File: src/rtl/rr_priority_arbiter_if.sv
// rtl/rr_priority_arbiter_if.sv - request/grant bundle for rr_priority_arbiter
//
// Purpose: groups the request side (req, mode, lock) and the registered
// grant side (gnt, gnt_idx, valid) of the arbiter.
// Ports (signals):
//   req      N  request vector, bit i = requester i
//   mode     1  0 = fixed priority (highest index wins), 1 = round-robin
//   lock     1  1 = keep current grant while its req bit stays high
//   gnt      N  one-hot grant, zero when nothing is granted
//   gnt_idx  W  binary index of the granted requester, 0 when no grant
//   valid    1  1 when gnt is non-zero
// Modports: master drives requests, slave (the arbiter) drives grants.
interface rr_priority_arbiter_if #(
  parameter int N = 8,
  parameter int W = $clog2(N)
);
  logic [N-1:0] req;
  logic         mode;
  logic         lock;
  logic [N-1:0] gnt;
  logic [W-1:0] gnt_idx;
  logic         valid;

  modport master (output req, output mode, output lock,
                  input gnt, input gnt_idx, input valid);
  modport slave  (input req, input mode, input lock,
                  output gnt, output gnt_idx, output valid);
endinterface

File: src/rtl/rr_priority_arbiter.sv
// rtl/rr_priority_arbiter.sv - registered N-input fixed-priority / round-robin arbiter
//
// Purpose: registered arbiter with selectable fixed-priority or round-robin
// mode and an optional grant lock.
// Ports:
//   clk  in  single clock, all state updates on posedge
//   rst  in  synchronous, active-high reset
//   bus  slave modport of rr_priority_arbiter_if (req/mode/lock in,
//        gnt/gnt_idx/valid out, all outputs registered)
module rr_priority_arbiter #(
  parameter int N = 8,
  parameter int W = $clog2(N)
) (
  input  logic                 clk,
  input  logic                 rst,
  rr_priority_arbiter_if.slave bus
);

  typedef enum logic {IDLE, GRANT} state_t;

  state_t       state, state_nxt;
  logic [N-1:0] gnt_q, gnt_nxt;
  logic [W-1:0] idx_q, idx_nxt;
  logic [W-1:0] ptr_q, ptr_nxt;

  logic [W-1:0] fixed_idx;
  logic [W-1:0] rr_idx;
  logic         rr_found;
  logic [W:0]   rr_sum;
  logic [W-1:0] rr_pos;
  logic [W-1:0] new_idx;
  logic         hold;

  // Highest set index: later iterations overwrite earlier ones.
  always_comb begin
    fixed_idx = '0;
    for (int i = 0; i < N; i++) begin
      if (bus.req[W'(i)]) fixed_idx = W'(i);
    end
  end

  // Scan ptr, ptr+1, ... wrapping to 0 at N (not at 2**W), first hit wins.
  always_comb begin
    rr_idx   = '0;
    rr_found = 1'b0;
    rr_sum   = '0;
    rr_pos   = '0;
    for (int off = 0; off < N; off++) begin
      rr_sum = {1'b0, ptr_q} + (W+1)'(off);
      if (rr_sum >= (W+1)'(N)) rr_sum = rr_sum - (W+1)'(N);
      rr_pos = rr_sum[W-1:0];
      if (!rr_found && bus.req[rr_pos]) begin
        rr_idx   = rr_pos;
        rr_found = 1'b1;
      end
    end
  end

  assign hold    = (state == GRANT) && bus.lock && bus.req[idx_q];
  assign new_idx = bus.mode ? rr_idx : fixed_idx;

  always_comb begin
    state_nxt = state;
    gnt_nxt   = gnt_q;
    idx_nxt   = idx_q;
    ptr_nxt   = ptr_q;
    if (hold) begin
      state_nxt = GRANT;
    end else if (bus.req == '0) begin
      // Going idle leaves the round-robin pointer where it was.
      state_nxt = IDLE;
      gnt_nxt   = '0;
      idx_nxt   = '0;
    end else begin
      state_nxt = GRANT;
      idx_nxt   = new_idx;
      gnt_nxt   = N'(1) << new_idx;
      ptr_nxt   = (new_idx == W'(N-1)) ? '0 : new_idx + W'(1);
    end
  end

  always_ff @(posedge clk) begin
    if (rst) begin
      state <= IDLE;
      gnt_q <= '0;
      idx_q <= '0;
      ptr_q <= '0;
    end else begin
      state <= state_nxt;
      gnt_q <= gnt_nxt;
      idx_q <= idx_nxt;
      ptr_q <= ptr_nxt;
    end
  end

  assign bus.gnt     = gnt_q;
  assign bus.gnt_idx = idx_q;
  assign bus.valid   = (state == GRANT);

endmodule

File: src/flat_wrapper.sv
// flat-port wrapper written by rule: the top's interface ports become plain ports
module rr_priority_arbiter_flat 
#(
  parameter int N = 8,
  parameter int W = $clog2(N)
)
  (clk, rst, bus_req, bus_mode, bus_lock, bus_gnt, bus_gnt_idx, bus_valid);
  rr_priority_arbiter_if #(.N(N), .W(W)) bus_i ();
  input  logic clk;
  input  logic rst;
  input wire logic [$bits(bus_i.req)-1:0] bus_req;
  input wire logic [$bits(bus_i.mode)-1:0] bus_mode;
  input wire logic [$bits(bus_i.lock)-1:0] bus_lock;
  output wire logic [$bits(bus_i.gnt)-1:0] bus_gnt;
  output wire logic [$bits(bus_i.gnt_idx)-1:0] bus_gnt_idx;
  output wire logic [$bits(bus_i.valid)-1:0] bus_valid;
  assign bus_i.req = bus_req;
  assign bus_i.mode = bus_mode;
  assign bus_i.lock = bus_lock;
  assign bus_gnt = bus_i.gnt;
  assign bus_gnt_idx = bus_i.gnt_idx;
  assign bus_valid = bus_i.valid;
  rr_priority_arbiter #(.N(N), .W(W)) u_core (.clk(clk), .rst(rst), .bus(bus_i));
endmodule
File: config.mk
export PLATFORM = sky130hd
export DESIGN_NAME = rr_priority_arbiter_flat
export DESIGN_NICKNAME = d
export VERILOG_FILES = /design/src/rtl/rr_priority_arbiter_if.sv /design/src/rtl/rr_priority_arbiter.sv /design/src/flat_wrapper.sv
export SDC_FILE = /design/constraint.sdc
export NUM_CORES = 1
export LEC_CHECK = 0
export CAP_MARGIN = 10
export CORE_MARGIN = 10
export CORE_UTILIZATION = 57
export CTS_BUF_LIST = sky130_fd_sc_hd__clkbuf_4 sky130_fd_sc_hd__clkbuf_8
export DETAILED_ROUTE_END_ITERATION = 10
export GPL_ROUTABILITY_DRIVEN = 0
export GPL_TIMING_DRIVEN = 1
export PLACE_DENSITY_LB_ADDON = 0.25
export REMOVE_ABC_BUFFERS = 1
export SETUP_SLACK_MARGIN = 0.05
export SYNTH_ARGS = -nofsm -noshare
export SYNTH_HDL_FRONTEND = slang
export SYNTH_SLANG_ARGS = --single-unit
File: constraint.sdc
create_clock -name clk -period 4.15 [get_ports clk]
set_clock_uncertainty 0.1 [all_clocks]
set_input_delay 1.245 -clock clk [delete_from_list [all_inputs] [get_ports clk]]
set_output_delay 1.245 -clock clk [all_outputs]
set_load 0.005 [all_outputs]
==> impl_metrics.ini <==
[finish]
n_antenna_cell = 0
fin_nets = 257
final_cell_area_mm2 = 0.00229
layoutNonFillerInstCount = 270
utilization_pct = 76.8
final_layout_size_suffix_gt1_share_pct = 33.3
final_cell_mix = buf_4, nor2_1, mux4_2, clkdlybuf4s50_1, dfxtp_1
final_common_cell = buf_4
synthToLayoutAreaGrowth_pct = 31.1

[grt]
grt_overflow_total = 0
antenna_found_initial = 0
use_met2_pct = 34.9
grt_max_degree = 21
grt_busiest_layer = met2
grtUsageMet1_pct = 21.0
grt_pass1_vias = 1771
grt_usage_pct = 18.8
grt_pass1_wl_um = 8400
met3_usage_pct = 2.60

[placed_design]
dpl.hpwl_um = 3970
placed_cell_area_mm2 = 0.00221
dp_cells = 263
portBuffers = 23

[power_and_ir_drop]
power-per-cell-area_mw_per_mm2 = 699
clkPwrFrac_pct = 5.4
power.switching_w = 0.000691
p_sw_share_pct = 43.2
power_frac_comb_pct = 80.8
power_frac_seq_pct = 13.7
total_power_w = 0.00160
cell_internal_pwr_w = 0.000909
p_leak_nw = 0.931
ir_drop_uv = 433

[yosys]
syn_area_per_cell_um2 = 9.38
synthArstFlopShare_pct = 0
ys_seq_area_share_pct = 17.2
synth.top_cell.area_share_pct = 19.4
synth_area_mm2 = 0.00174
ys_types = 51
ys_ff_latch = 15
synthFlopType = dfxtp_1
synth.largest_area_cell = mux4_2
synthCells = 186
synth-edff-count = 0
synthTopCellsByArea = mux4_2, dfxtp_1, ha_1
synth_warnings = 0

[floorplanning]
rows = 20
die_w_um = 75.3
initial_utilization_pct = 58.6
die_h_um = 75.3
core-area_mm2 = 0.00298
fp.dieArea_mm2 = 0.00567
io_pins = 24

[setup_path]
end_kind = register
start_kind = primary input
arrival_ns = 4.04
required_ns = 4.21
critPathMaxFanout = 9
path_class = in2reg

[run]
maxCapViolCount = 0

[run_status]
status = completed

[detailed_routing]
routedWlPerCell_um = 19.4
postRouteAntennaNets = 0
drc = 0
vias = 1766
drt-initial-drc-count = 187
viasPerCell = 6.54
drt-pass1-iter-count = 4
wirelength_um = 5230

[clock_network]
clk_pin_slew_ns = 0.08
clockRootBuffer = clkbuf_4
cts_tree = built
clkLatencyLatePin_ns = 0.28
numCtsBuffers = 3
clockBufferDepth = 2
clkSinkCount = 15
htreeDepth = 1

[sta]
finalCriticalPeriod_ns = 3.98
hold_viol_final = 0
worst_slew_pin_slew_ns = 0.587
finalMaxSlewViolations = 0
period_share_pct = 95.9
fmax_ghz = 0.251
grt_setup_unrepaired = false
hold_ws_ns = 0.363
maxSlewHeadroom_pct = 60.7
setup_viol = 0

[min_path]
hold_path.class = reg2reg
logic make-up (layout without fill, tap and decap cells):
| group | Yosys count | after routing | share of synthesized area (%) |
|---|---|---|---|
| adders and majority gates | 7 | 7 | 5.02 |
| muxes | 33 | 33 | 34.9 |
| DFF | 15 | 15 | 17.2 |
| xor gates and xnor gates | 2 | 2 | 1.00 |
| AOI/OAI and AO/OA | 43 | 43 | 18.0 |
| buffers and inverters | 29 | 80 | 7.82 |
| and+or+nand+nor | 57 | 57 | 16.1 |
flip-flops by register name, indices dropped and copies added, names as in the netlist:
signal	flops
u_core.bus.gnt	8
u_core.bus.gnt_idx	3
u_core.ptr_q	3
u_core.bus.valid	1
layer usage:
layer  part of all wire, %  vias up
li1                      -      817
met1                    37      850
met2                    54       86
met3                   7.7       13
met4                   1.6        0
met5                     0        -
through the flow:
stage | setup TNS (ns) | setup slack (ns)
global route | 0 | 0.0589
detailed placement | -2.79 | -0.372
finish | 0 | 0.171
global placement | -2.17 | -0.296
CTS | 0 | 0.0549
floorplan | 0 | 0.0532
final timing paths:
check	startpoint	slack [ns]	endpoint	cells after the start
worst min register to register	u_core.bus.gnt[2]	0.36	u_core.bus.gnt[2]	2
worst max-delay path	bus_req[3]	0.17	u_core.ptr_q[0]	14
worst max register to register	u_core.ptr_q[0]	0.44	u_core.ptr_q[0]	14
worst min-delay path	u_core.bus.gnt[2]	0.36	u_core.bus.gnt[2]	2
power by group through the flow:
stage | combinational, W | clock, W | sequential, W
2_1_floorplan | 0.000721 | 0 | 0.000245
3_3_place_gp | 0.00117 | 0 | 0.000220
3_5_place_dp | 0.00120 | 0 | 0.000222
4_1_cts | 0.00125 | 0.0000872 | 0.000219
5_1_grt | 0.00139 | 0.0000919 | 0.000225
6_report | 0.00129 | 0.0000870 | 0.000220
synthesized netlist by cell type (all sizes together), types with 3 or more instances:
master	count
and3	4
nand2	11
ha	7
inv	11
nor2	22
mux4	18
a21oi	11
nor3	3
and2	3
a211oi	4
clkbuf	10
dfxtp	15
buf	7
nor4	3
a22oi	5
mux2	4
o221ai	3
mux2i	11
o21ai	4
critical path: stages:
cell and delay [ns]:
dlygate4sd2_1 0.34, buf_4 0.18, mux4_2 0.44, mux2i_1 0.19
a22o_2 0.21, and2_4 0.19, o221ai_1 0.12, a311o_1 0.41
inv_1 0.10, ha_2 0.19, ha_1 0.16, nor2_1 0.05
a22oi_1 0.15, nor2_1 0.05
cell type report:
class	instances	area, µm²
clock buffers	4	30.0
repair buffers	64	532
well taps	33	41.3
fillers	215	691
inverters	12	45.0
flip-flops and latches	15	300
multi-input cells	142	1340
what timing repair did:
action / CTS / global route
setup endpoints to repair: 7 / 10
setup buffers: 1 / 2
pin swaps: 4 / 2
hold buffers: 0 / 0
gates resized for setup: 15 / 3
No activity file was read; power rests on OpenSTA's default activity.
